`config.mk`:
```
export PLATFORM = sky130hd
export DESIGN_NAME = muldiv_seq_flat
export DESIGN_NICKNAME = d
export VERILOG_FILES = /design/src/rtl/cpu_pkg.sv /design/src/rtl/muldiv_seq_if.sv /design/src/rtl/muldiv_step.sv /design/src/rtl/muldiv_seq.sv /design/src/flat_wrapper.sv
export SDC_FILE = /design/constraint.sdc
export NUM_CORES = 1
export LEC_CHECK = 0
export ABC_AREA = 1
export CORE_ASPECT_RATIO = 0.75
export CORE_MARGIN = 5
export CORE_UTILIZATION = 30
export DETAILED_ROUTE_END_ITERATION = 7
export PLACE_DENSITY_LB_ADDON = 0.1
export RECOVER_POWER = 50
export SETUP_SLACK_MARGIN = 0.5
export SYNTH_ARGS = -nofsm -noshare
export SYNTH_HDL_FRONTEND = slang
export SYNTH_SLANG_ARGS = --single-unit
```
`constraint.sdc`:
```
create_clock -name clk -period 8.35 [get_ports clk]
set_input_delay 2.0875 -clock clk [delete_from_list [all_inputs] [get_ports clk]]
set_output_delay 2.0875 -clock clk [all_outputs]
set_load 0.005 [all_outputs]
```
`src/rtl/cpu_pkg.sv`:
```
// Shared CPU constants: R-type funct codes for the multiply/divide unit and its
// sequencer states, also used by the main control decoder.
package cpu_pkg;

    localparam logic [5:0] FN_MFHI  = 6'b010000;
    localparam logic [5:0] FN_MTHI  = 6'b010001;
    localparam logic [5:0] FN_MFLO  = 6'b010010;
    localparam logic [5:0] FN_MTLO  = 6'b010011;
    localparam logic [5:0] FN_MULT  = 6'b011000;
    localparam logic [5:0] FN_MULTU = 6'b011001;
    localparam logic [5:0] FN_DIV   = 6'b011010;
    localparam logic [5:0] FN_DIVU  = 6'b011011;

    typedef enum logic [1:0] {
        MD_IDLE = 2'd0,
        MD_CALC = 2'd1,
        MD_FIX  = 2'd2
    } md_state_e;

    typedef enum logic {
        MODE_MUL = 1'b0,
        MODE_DIV = 1'b1
    } md_mode_e;

    function automatic logic is_md_funct(input logic [5:0] f);
        return (f == FN_MFHI) || (f == FN_MTHI) || (f == FN_MFLO) || (f == FN_MTLO) ||
               (f == FN_MULT) || (f == FN_MULTU) || (f == FN_DIV) || (f == FN_DIVU);
    endfunction

    // MULT/MULTU/DIV/DIVU share 0110xx: bit 1 selects divide, bit 0 selects unsigned.
    function automatic logic is_calc_funct(input logic [5:0] f);
        return f[5:2] == 4'b0110;
    endfunction

endpackage

```
`src/rtl/muldiv_seq_if.sv`:
```
// EX-stage request/response bundle between the pipeline and the mul/div sequencer.
interface muldiv_seq_if;

    logic        op_valid;
    logic [5:0]  funct;
    logic [31:0] a;
    logic [31:0] b;
    logic        cancel;
    logic        busy;
    logic        stall;
    logic        done;
    logic [31:0] mf_data;
    logic [31:0] hi;
    logic [31:0] lo;

    modport master (
        output op_valid, funct, a, b, cancel,
        input  busy, stall, done, mf_data, hi, lo
    );

    modport slave (
        input  op_valid, funct, a, b, cancel,
        output busy, stall, done, mf_data, hi, lo
    );

endinterface

```
`src/rtl/muldiv_step.sv`:
```
// One iteration of the unsigned shift-add multiply or restoring divide loop
// on the 64-bit working register {acc,mplier} / {rem,quot}.
module muldiv_step
    import cpu_pkg::*;
(
    input  md_mode_e    mode,
    input  logic [63:0] work_in,
    input  logic [31:0] operand,
    output logic [63:0] work_out
);

    logic [32:0] mul_sum;
    logic [32:0] div_trial;
    logic [31:0] div_diff;

    // When the trial fits, trial - divisor is below the divisor, so 32 bits suffice.
    // With a zero divisor every step subtracts nothing: quotient all ones, remainder = dividend.
    always_comb begin
        mul_sum   = {1'b0, work_in[63:32]} + (work_in[0] ? {1'b0, operand} : 33'd0);
        div_trial = work_in[63:31];
        div_diff  = div_trial[31:0] - operand;
        work_out  = {mul_sum, work_in[31:1]};
        if (mode == MODE_DIV) begin
            if (div_trial >= {1'b0, operand}) begin
                work_out = {div_diff, work_in[30:0], 1'b1};
            end else begin
                work_out = {div_trial[31:0], work_in[30:0], 1'b0};
            end
        end
    end

endmodule

```
`src/rtl/muldiv_seq.sv`:
```
// Iterative multiply/divide sequencer owning HI/LO: 32 CALC cycles plus one FIX
// cycle per MULT/DIV, stalling further md instructions while it runs.
module muldiv_seq
    import cpu_pkg::*;
(
    input  logic         clk,
    input  logic         reset,
    muldiv_seq_if.slave  md
);

    md_state_e   state_q, state_d;
    md_mode_e    mode_q, mode_d;
    logic [4:0]  cnt_q, cnt_d;
    logic [63:0] work_q, work_d;
    logic [31:0] operand_q, operand_d;
    logic        neg_q, neg_d;
    logic        neg_rem_q, neg_rem_d;
    logic [31:0] hi_q, hi_d;
    logic [31:0] lo_q, lo_d;
    logic        done_q, done_d;

    logic        is_signed;
    logic        a_neg;
    logic        b_neg;
    logic [31:0] a_mag;
    logic [31:0] b_mag;
    logic        div_zero;
    logic [63:0] product;
    logic [63:0] step_out;

    muldiv_step u_step (
        .mode     (mode_q),
        .work_in  (work_q),
        .operand  (operand_q),
        .work_out (step_out)
    );

    always_comb begin
        state_d   = state_q;
        mode_d    = mode_q;
        cnt_d     = cnt_q;
        work_d    = work_q;
        operand_d = operand_q;
        neg_d     = neg_q;
        neg_rem_d = neg_rem_q;
        hi_d      = hi_q;
        lo_d      = lo_q;
        done_d    = 1'b0;

        is_signed = ~md.funct[0];
        a_neg     = is_signed & md.a[31];
        b_neg     = is_signed & md.b[31];
        a_mag     = a_neg ? -md.a : md.a;
        b_mag     = b_neg ? -md.b : md.b;
        div_zero  = md.funct[1] & (md.b == 32'd0);
        product   = neg_q ? -work_q : work_q;

        case (state_q)
            MD_IDLE: begin
                if (md.op_valid && !md.cancel) begin
                    if (is_calc_funct(md.funct)) begin
                        // Divide by zero runs the raw dividend unsigned so the loop yields HI=a, LO=all ones.
                        mode_d    = md.funct[1] ? MODE_DIV : MODE_MUL;
                        work_d    = {32'd0, div_zero ? md.a : a_mag};
                        operand_d = b_mag;
                        neg_d     = ~div_zero & (a_neg ^ b_neg);
                        neg_rem_d = ~div_zero & a_neg;
                        cnt_d     = 5'd0;
                        state_d   = MD_CALC;
                    end else if (md.funct == FN_MTHI) begin
                        hi_d = md.a;
                    end else if (md.funct == FN_MTLO) begin
                        lo_d = md.a;
                    end
                end
            end
            MD_CALC: begin
                work_d = step_out;
                cnt_d  = cnt_q + 5'd1;
                if (cnt_q == 5'd31) begin
                    state_d = MD_FIX;
                end
            end
            MD_FIX: begin
                if (mode_q == MODE_MUL) begin
                    hi_d = product[63:32];
                    lo_d = product[31:0];
                end else begin
                    hi_d = neg_rem_q ? -work_q[63:32] : work_q[63:32];
                    lo_d = neg_q ? -work_q[31:0] : work_q[31:0];
                end
                done_d  = 1'b1;
                state_d = MD_IDLE;
            end
            default: begin
                state_d = MD_IDLE;
            end
        endcase

        // A flush kills whatever is in flight, including a same-cycle accept or HI/LO write.
        if (md.cancel) begin
            state_d = MD_IDLE;
            hi_d    = hi_q;
            lo_d    = lo_q;
            done_d  = 1'b0;
        end
    end

    always_ff @(posedge clk or posedge reset) begin
        if (reset) begin
            state_q   <= MD_IDLE;
            mode_q    <= MODE_MUL;
            cnt_q     <= 5'd0;
            work_q    <= 64'd0;
            operand_q <= 32'd0;
            neg_q     <= 1'b0;
            neg_rem_q <= 1'b0;
            hi_q      <= 32'd0;
            lo_q      <= 32'd0;
            done_q    <= 1'b0;
        end else begin
            state_q   <= state_d;
            mode_q    <= mode_d;
            cnt_q     <= cnt_d;
            work_q    <= work_d;
            operand_q <= operand_d;
            neg_q     <= neg_d;
            neg_rem_q <= neg_rem_d;
            hi_q      <= hi_d;
            lo_q      <= lo_d;
            done_q    <= done_d;
        end
    end

    assign md.busy    = (state_q != MD_IDLE);
    assign md.stall   = md.busy & md.op_valid & is_md_funct(md.funct);
    assign md.done    = done_q;
    assign md.hi      = hi_q;
    assign md.lo      = lo_q;
    assign md.mf_data = !md.op_valid           ? 32'd0 :
                        (md.funct == FN_MFHI)  ? hi_q  :
                        (md.funct == FN_MFLO)  ? lo_q  : 32'd0;

endmodule

```
`src/flat_wrapper.sv`:
```
// flat-port wrapper written by rule: the top's interface ports become plain ports
module muldiv_seq_flat import cpu_pkg::*;
  (clk, reset, md_op_valid, md_funct, md_a, md_b, md_cancel, md_busy, md_stall, md_done, md_mf_data, md_hi, md_lo);
  muldiv_seq_if md_i ();
  input  logic clk;
  input  logic reset;
  input wire logic [$bits(md_i.op_valid)-1:0] md_op_valid;
  input wire logic [$bits(md_i.funct)-1:0] md_funct;
  input wire logic [$bits(md_i.a)-1:0] md_a;
  input wire logic [$bits(md_i.b)-1:0] md_b;
  input wire logic [$bits(md_i.cancel)-1:0] md_cancel;
  output wire logic [$bits(md_i.busy)-1:0] md_busy;
  output wire logic [$bits(md_i.stall)-1:0] md_stall;
  output wire logic [$bits(md_i.done)-1:0] md_done;
  output wire logic [$bits(md_i.mf_data)-1:0] md_mf_data;
  output wire logic [$bits(md_i.hi)-1:0] md_hi;
  output wire logic [$bits(md_i.lo)-1:0] md_lo;
  assign md_i.op_valid = md_op_valid;
  assign md_i.funct = md_funct;
  assign md_i.a = md_a;
  assign md_i.b = md_b;
  assign md_i.cancel = md_cancel;
  assign md_busy = md_i.busy;
  assign md_stall = md_i.stall;
  assign md_done = md_i.done;
  assign md_mf_data = md_i.mf_data;
  assign md_hi = md_i.hi;
  assign md_lo = md_i.lo;
  muldiv_seq u_core (.clk(clk), .reset(reset), .md(md_i));
endmodule
```
==> parameters.txt, run 1 <==
Parameter                              Value

Clock network
  Clock insertion delay at the later pin of the skew report    510 ps
  Hold-fix buffers, CTS    0
  Number of setup buffers added after CTS    0
  Maximum buffer depth of the clock tree    2
  Clock-pin slew reported for the worst setup and hold paths after clock tree synthesis    approximately 80 ps
  Sink count of the clock tree    171
  Clock root buffer    sky130_fd_sc_hd__clkbuf_16
  Number of clock buffers inserted by TritonCTS    17
  Number of gates resized after cts    0
  CTS tree    built
  Number of H-tree branching levels    4

Route
  Vias after detailed routing    21300
  Via-per-instance ratio    5.32
  WL final    91200 µm
  Final ANT Viol Nets    0
  Routed len/inst    22.8 µm
  DRC violation count after routing    0
  Number of detailed-route iterations in the first pass    6
  Detailed Route Iter0 Violations    2383

Logic synthesis
  Share of flip-flops with an asynchronous set or reset after synthesis    1.00
  Seq/Total Area, Yosys    0.240
  Synth Net Count    3231
  Library cells used by synthesis    54
  Cells after synthesis    around 3000
  Top_reg_cell synth    sky130_fd_sc_hd__dfrtp_1
  Count of state elements after synthesis    171
  Number of warnings issued by yosys    0
  Post-synthesis instance area    17900 µm²
  Synth Area per Inst    5.79 µm²
  Count of flip-flops with a built-in enable after synthesis    0

Global routing
  Pin count of the biggest net entering global routing    80
  Overflow left after global routing    0
  Number of global-route vias before repair    between 15000 and 20000
  Antenna violations before repair    5
  Global-route wire length before repair    ~130000 µm
  Aggregate global-route resource usage    0.273

STA
  Summed negative setup slack over all endpoints    0 ps
  Setup clock skew after layout    15.1 ps
  Remaining max-slew budget at the tightest pin    -1.77
  Final setup violating endpoints    0
  Share of the clock period used by the worst path after layout    0.816
  Unrepaired setup endpoints after global routing    no
  Highest clock rate    roughly 0.15 GHz
  Hold Vio Cnt, Final    0
  Pin slew with the least headroom to its limit    4150 ps
  Post-layout min period    6820 ps
  Slew Viols, Final    203

Setup path
  Data required time of the critical path    between 6000 and 7000 ps
  Critical path cell sequence    dlygate4sd3_1 -> inv_1 -> or2_0 -> nor2_1 -> buf_4 -> nand3_1 -> inv_1 -> buf_4 -> nand2_1 -> a21oi_1 -> clkdlybuf4s50_1
  RR Startpoint    u_core.state_q[0]$_DFFE_PP0P_
  Maximum fanout count along the critical path    32
  Data arrival at the endpoint of the critical path    4730 ps
  Highest cell delay on the worst timing path    ~520 ps
  Register-to-register setup slack    roughly 4000 ps
  Kind of end point of the critical path    output pin
  Register-to-Register Path Depth    3
  FF-to-FF End    u_core.work_q[23]$_DFFE_PP0P_
  Standard cell with the maximum stage delay on the critical path    sky130_fd_sc_hd__dlygate4sd3_1
  Launch point of the worst path    md_funct[4]
  Kind of start point of the critical path    primary input
  Class of the most critical setup path    primary input to output pin

Cells and area
  Final instance count without filler cells    4000
  Layout overhead on the synthesized area    16.9%
  Final-stage net count    3342
  Layout cell share with drive strength beyond 1    0.0383
  Filler cell count in the final layout    6751

Worst hold path
  Number of cells on the worst hold path    2
  Hold wc startpoint    u_core.md.lo[19]$_DFFE_PP0P_
  Type of the most critical hold path    flip-flop to flip-flop
  Worst Hold Path EP    u_core.md.lo[19]$_DFFE_PP0P_

Power and ir drop
  Standby leakage power    10.0 nW
  Worst vdd rail ir drop    0.203 mV
  Power density relative to cell area    392 nW/µm²
  Total chip power    around 8.2 mW

Placed design
  Quantity of I/O buffers inserted on ports    172
  Placer's final routability congestion estimate    between 1 and 1.5
  Placed wire-length estimate after detailed placement    73700 µm
  Cell count after placement    3967

Floorplan
  Number of ports placed on the die boundary    173
  Cell Rows    77
  Area of the core    59000 µm²
  Die extent in y    221 µm
  DIE AREA    64600 µm²
  Die extent in x    292 µm
  Starting utilization of the core area    0.303

Outcome
  Violations in the final reports    capacitance limit, slew limit
  Run status    finished, violations left

Job
  Maximum capacitance violations    3
cells by family (layout without fill, tap and decap cells):
family | after synthesis | in the layout | share of synthesized area
buf+inv | 512 | 636 | 0.112
other cells | 0 | 1 | 0
fa+ha+maj | 72 | 72 | 0.0513
flops | 171 | 171 | 0.240
simple gates | 1795 | 1795 | 0.428
xor+xnor | 44 | 44 | 0.0216
compound gates | 490 | 490 | 0.147
mux | 1 | 1 | 0.000561
flip-flops by register name, summed over array words and instances, names as in the netlist:
| name | count |
|---|---|
| u_core.neg_q | 1 |
| u_core.md.lo | 32 |
| u_core.cnt_q | 5 |
| u_core.mode_q | 1 |
| u_core.md.hi | 32 |
| u_core.md.done | 1 |
| u_core.state_q | 2 |
| u_core.work_q | 64 |
| u_core.neg_rem_q | 1 |
| u_core.operand_q | 32 |
critical path: cells and delay by family:
family	cells	cell delay, ps
buf+inv	6	1740
compound gates	1	190
simple gates	4	660
worst max path at each step:
stage,end,depth (start not counted),slack [ps]
floorplan,u_core.cnt_q[0]$_DFFE_PP0P_,1,1630
global placement,md_mf_data[26],11,1750
detailed placement,md_mf_data[4],11,1730
CTS,md_mf_data[4],11,1730
global route,md_mf_data[4],11,1360
finish,md_mf_data[7],11,1530
per-layer routing:
layer,vias to the layer above,wire [µm],GRT usage,part of all wire
li1,10200,-,-,-
met5,-,0,0,0
met4,0,1210,0.0493,0.013
met3,64,10600,0.110,0.12
met1,10100,45500,0.422,0.50
met2,883,33900,0.352,0.37
cells in the final DEF (no fill, tap or decap), drive strengths merged:
cell type / count
dfrtp: 171
nand2: 923
buf: 17
nand4: 53
fa: 2
a31oi: 39
dlygate4sd3: 68
clkbuf: 22
a31o: 1
a211o: 1
nand3b: 20
o211ai: 11
a21o: 2
clkdlybuf4s50: 104
o22ai: 3
inv: 414
a32o: 1
clkinvlp: 3
xor2: 29
nor4: 6
mux2i: 1
o21bai: 9
bufinv: 1
ha: 70
nand3: 306
or2: 8
nor2: 436
a22oi: 10
a21oi: 193
xnor2: 15
nor3b: 2
nor3: 37
diode: 1
o32ai: 1
and2: 4
clkinv: 7
o21ai: 211
o31ai: 4
a22o: 2
a21boi: 2
cell usage after synthesis (2+ instances only):
master / instances / area, µm²
sky130_fd_sc_hd__a22o_1: 2 / 17.5
sky130_fd_sc_hd__nor2_1: 408 / 1530
sky130_fd_sc_hd__o22ai_1: 3 / 18.8
sky130_fd_sc_hd__o211ai_1: 11 / 82.6
sky130_fd_sc_hd__nand3b_1: 20 / 150
sky130_fd_sc_hd__o31ai_1: 4 / 30.0
sky130_fd_sc_hd__o21ai_1: 21 / 105
sky130_fd_sc_hd__nand4_1: 53 / 332
sky130_fd_sc_hd__nand2_2: 8 / 50.1
sky130_fd_sc_hd__xnor2_1: 15 / 131
sky130_fd_sc_hd__and2_1: 4 / 25.0
sky130_fd_sc_hd__nor4_1: 5 / 31.3
sky130_fd_sc_hd__a31oi_1: 39 / 244
sky130_fd_sc_hd__fa_1: 2 / 40.0
sky130_fd_sc_hd__inv_2: 15 / 56.3
sky130_fd_sc_hd__xor2_1: 29 / 254
sky130_fd_sc_hd__o21bai_1: 9 / 67.6
sky130_fd_sc_hd__nand2_4: 3 / 33.8
sky130_fd_sc_hd__a21boi_0: 2 / 15.0
sky130_fd_sc_hd__nor3_1: 34 / 170
sky130_fd_sc_hd__dfrtp_1: 171 / 4280
sky130_fd_sc_hd__buf_1: 10 / 37.5
sky130_fd_sc_hd__clkbuf_1: 59 / 221
sky130_fd_sc_hd__a21o_1: 2 / 15.0
sky130_fd_sc_hd__or2_2: 6 / 37.5
sky130_fd_sc_hd__inv_1: 391 / 1470
sky130_fd_sc_hd__nor2_4: 6 / 67.6
sky130_fd_sc_hd__o21ai_0: 189 / 946
sky130_fd_sc_hd__clkinv_1: 4 / 15.0
sky130_fd_sc_hd__buf_4: 3 / 22.5
sky130_fd_sc_hd__a21oi_1: 193 / 966
sky130_fd_sc_hd__a22oi_1: 9 / 67.6
sky130_fd_sc_hd__nor3_2: 2 / 20.0
sky130_fd_sc_hd__ha_1: 70 / 876
sky130_fd_sc_hd__nand3_1: 300 / 1500
sky130_fd_sc_hd__buf_2: 27 / 135
sky130_fd_sc_hd__nand2_1: 912 / 3420
sky130_fd_sc_hd__nor2_2: 22 / 138
sky130_fd_sc_hd__nor3b_1: 2 / 15.0
sky130_fd_sc_hd__nand3_2: 6 / 60.1
where the power goes:
group | total, mW | switching [mW] | internal, mW
Clock | 0.881 | 0.444 | 0.437
Combinational | 5.46 | 3.72 | 1.73
Sequential | 1.84 | 0.630 | 1.21
metrics by stage:
| stage | worst slack [ps] | utilization | hold WS, ps | cell area [µm²] |
|---|---|---|---|---|
| after global routing | 1360 | 0.354 | 537 | 20900 |
| after floorplan | 1630 | - | 471 | 17900 |
| after global placement | 1750 | 0.344 | 492 | 20300 |
| final | 1530 | 0.354 | 524 | 20900 |
| after CTS | 1730 | 0.355 | 519 | 20900 |
| after detailed placement | 1730 | 0.344 | 500 | 20300 |
layout make-up:
class | instances | area [µm²] | area share
Sequential cell | 171 | 4280 | 0.205
Clock inverter | 14 | 174 | 0.00833
Clock buffer | 18 | 439 | 0.0210
Tap cell | 790 | 988 | 0.0473
Multi-Input combinational cell | 2402 | 11600 | 0.555
Inverter | 411 | 1550 | 0.0741
Antenna cell | 1 | 2.50 | 0.000120
Timing Repair Buffer | 193 | 1860 | 0.0893
Power figures use the tool's default switching activity.
==> run 2, diff against run 1 <==
==> constraint.sdc (replaced) <==
create_clock -name clk -period 6.8 [get_ports clk]
set_input_delay 1.7 -clock clk [delete_from_list [all_inputs] [get_ports clk]]
set_output_delay 1.7 -clock clk [all_outputs]
set_load 0.005 [all_outputs]
==> run 2 against run 1 <==
The flow still finishes with violations (capacitance limit, slew limit). Die area is the same. Critical path depth is the same. Total power grew 23%. Sequential power grew 23%. Sequential cell count is the same. Highest routed layer unchanged. Non-clock buffer count is the same. Critical endpoint is now md_mf_data[2]. Largest cell class unchanged.
==> parameters.txt, run 2 (same netlist as run 1, synthesis figures left out) <==
Parameter                              Value

Outcome
  Run status    finished, violations left
  Violations in the final reports    capacitance limit, slew limit

Setup path
  Register-to-Register Path Depth    14
  Highest cell delay on the worst timing path    about 560 ps
  Family of cells with the greatest summed delay on the critical path    buffers and inverters
  Maximum fanout count along the critical path    32
  Critical path cell sequence    clkdlybuf4s50_1 -> inv_1 -> or2_4 -> nor2_1 -> buf_4 -> nand3_1 -> inv_1 -> buf_4 -> nand2_1 -> a21oi_1 -> clkdlybuf4s50_1
  Data arrival at the endpoint of the critical path    4180 ps
  Buffer and inverter count on the worst path    6
  Kind of end point of the critical path    output pin
  Register-to-register setup slack    2980 ps
  Kind of start point of the critical path    primary input
  Data required time of the critical path    5100 ps
  Worst setup path end    md_mf_data[2]
  Class of the most critical setup path    primary input to output pin
  Standard cell with the maximum stage delay on the critical path    sky130_fd_sc_hd__clkdlybuf4s50_1
  Launch point of the worst path    md_funct[4]
  FF-to-FF End    u_core.work_q[56]$_DFFE_PP0P_
  RR Startpoint    u_core.work_q[0]$_DFFE_PP0P_
  Levels on crit path    11

STA
  Unrepaired setup endpoints after global routing    no
  Highest clock rate    0.170 GHz
  Setup clock skew after layout    16.6 ps
  Post-Route Hold Slack    slightly above 500 ps
  Remaining max-slew budget at the tightest pin    -0.563
  Hold Vio Cnt, Final    0
  Final setup violating endpoints    0
  Pin slew with the least headroom to its limit    around 2300 ps
  Slew Viols, Final    146
  Share of the clock period used by the worst path after layout    0.865
  Post-layout min period    5880 ps
  Summed negative setup slack over all endpoints    0 ps

Power and ir drop
  Worst vdd rail ir drop    0.255 mV
  Power density relative to cell area    481 nW/µm²
  Standby leakage power    10.0 nW

Clock network
  Number of gates resized after cts    0
  Number of H-tree branching levels    4
  Clock-pin slew reported for the worst setup and hold paths after clock tree synthesis    80 ps
  Clock insertion delay at the later pin of the skew report    roughly 510 ps
  Maximum buffer depth of the clock tree    2
  Clock root buffer    sky130_fd_sc_hd__clkbuf_16
  Hold-fix buffers, CTS    0
  Sink count of the clock tree    between 150 and 200
  Number of clock buffers inserted by TritonCTS    17
  Number of setup buffers added after CTS    0
  CTS tree    built

Floorplan
  Number of ports placed on the die boundary    173
  DIE AREA    64600 µm²
  Area of the core    59000 µm²
  Starting utilization of the core area    0.303
  Die extent in x    292 µm
  Cell Rows    77
  Die extent in y    221 µm

Placed design
  Placer's final routability congestion estimate    1.04
  Cell count after placement    3967
  Placed wire-length estimate after detailed placement    73700 µm
  Quantity of I/O buffers inserted on ports    172

Cells and area
  Final-stage net count    around 3300
  Post-route core utilization    0.354
  Layout cell share with drive strength beyond 1    0.0399
  Multi-input logic area    ~12000 µm²
  Filler cell count in the final layout    ~6700
  Diodes inserted    0
  Top register by number of flip-flops    u_core.work_q
  Max reg flops    64
  Commonest non-fill, non-tap cell in the layout    sky130_fd_sc_hd__nand2_1
  Area of all sequential standard cells    4280 µm²
  Layout overhead on the synthesized area    17.0%
  Final instance count without filler cells    3998
  Most used cells in the layout excluding fill and tap cells    912 x sky130_fd_sc_hd__nand2_1, 407 x sky130_fd_sc_hd__nor2_1, 390 x sky130_fd_sc_hd__inv_1, 300 x sky130_fd_sc_hd__nand3_1, 193 x sky130_fd_sc_hd__a21oi_1

Global routing
  Global-route wire length before repair    ~130000 µm
  Pin count of the biggest net entering global routing    146
  Overflow left after global routing    0
  Number of global-route vias before repair    19600
  Aggregate global-route resource usage    0.274
  Antenna violations before repair    5

Route
  Detailed Route Iter0 Violations    ~2500
  Via-per-instance ratio    5.30
  Final ANT Viol Nets    0
  Routed len/inst    around 23 µm
  DRC violation count after routing    0
  Vias after detailed routing    ~21000
  Number of detailed-route iterations in the first pass    6
  WL final    91300 µm

Worst hold path
  Type of the most critical hold path    flip-flop to flip-flop

Job
  Maximum capacitance violations    1
==> run 2: cell count changes in the layout (fill, tap and decap cells not counted), sizes merged, moves of 2 or more <==
cell / before / now
clkbuf: 22 / 20
buf: 17 / 19
clkdlybuf4s50: 104 / 115
dlygate4sd3: 68 / 57
==> run 2: cell type report <==
cell class	instances	area share
Sequential cell	171	0.205
Tap cell	790	0.0473
Clock inverter	13	0.00743
Clock buffer	18	0.0210
Timing Repair Buffer	193	0.0898
Inverter	411	0.0740
Multi-Input combinational cell	2402	0.556
==> run 2: power breakdown <==
| part | internal (mW) | switching [mW] |
|---|---|---|
| clock | 0.559 | 0.522 |
| sequential | 1.48 | 0.782 |
| combinational | 2.12 | 4.58 |
==> run 2: metrics by stage <==
stage | cell area [µm²] | setup WS, ps | total power [mW]
after floorplan | 17900 | 2220 | 6.25
after global placement | 20300 | 978 | 8.89
after detailed placement | 20300 | 957 | 8.88
after CTS | 20900 | 949 | 9.99
after global routing | 20900 | 773 | 10.8
final | 20900 | 919 | 10.0
==> run 2: routing by layer <==
layer / wire, µm / GRT usage / vias up / share of wire
met3: 9640 / 0.0949 / 50 / 0.11
li1: - / - / 10200 / -
met5: 0 / 0 / - / 0
met1: 46600 / 0.434 / 10100 / 0.51
met2: 34000 / 0.354 / 849 / 0.37
met4: 971 / 0.0455 / 0 / 0.011
==> run 2: worst min-delay path by stage <==
stage | cells after the start | to | from
6_report | 1 | u_core.cnt_q[4]$_DFFE_PP0P_ | u_core.cnt_q[4]$_DFFE_PP0P_
5_1_grt | 1 | u_core.cnt_q[4]$_DFFE_PP0P_ | u_core.cnt_q[4]$_DFFE_PP0P_
4_1_cts | 1 | u_core.cnt_q[4]$_DFFE_PP0P_ | u_core.cnt_q[4]$_DFFE_PP0P_
3_5_place_dp | 1 | u_core.cnt_q[4]$_DFFE_PP0P_ | u_core.cnt_q[4]$_DFFE_PP0P_
3_3_place_gp | 1 | u_core.cnt_q[4]$_DFFE_PP0P_ | u_core.cnt_q[4]$_DFFE_PP0P_
2_1_floorplan | 2 | u_core.operand_q[29]$_DFFE_PP0P_ | u_core.operand_q[29]$_DFFE_PP0P_
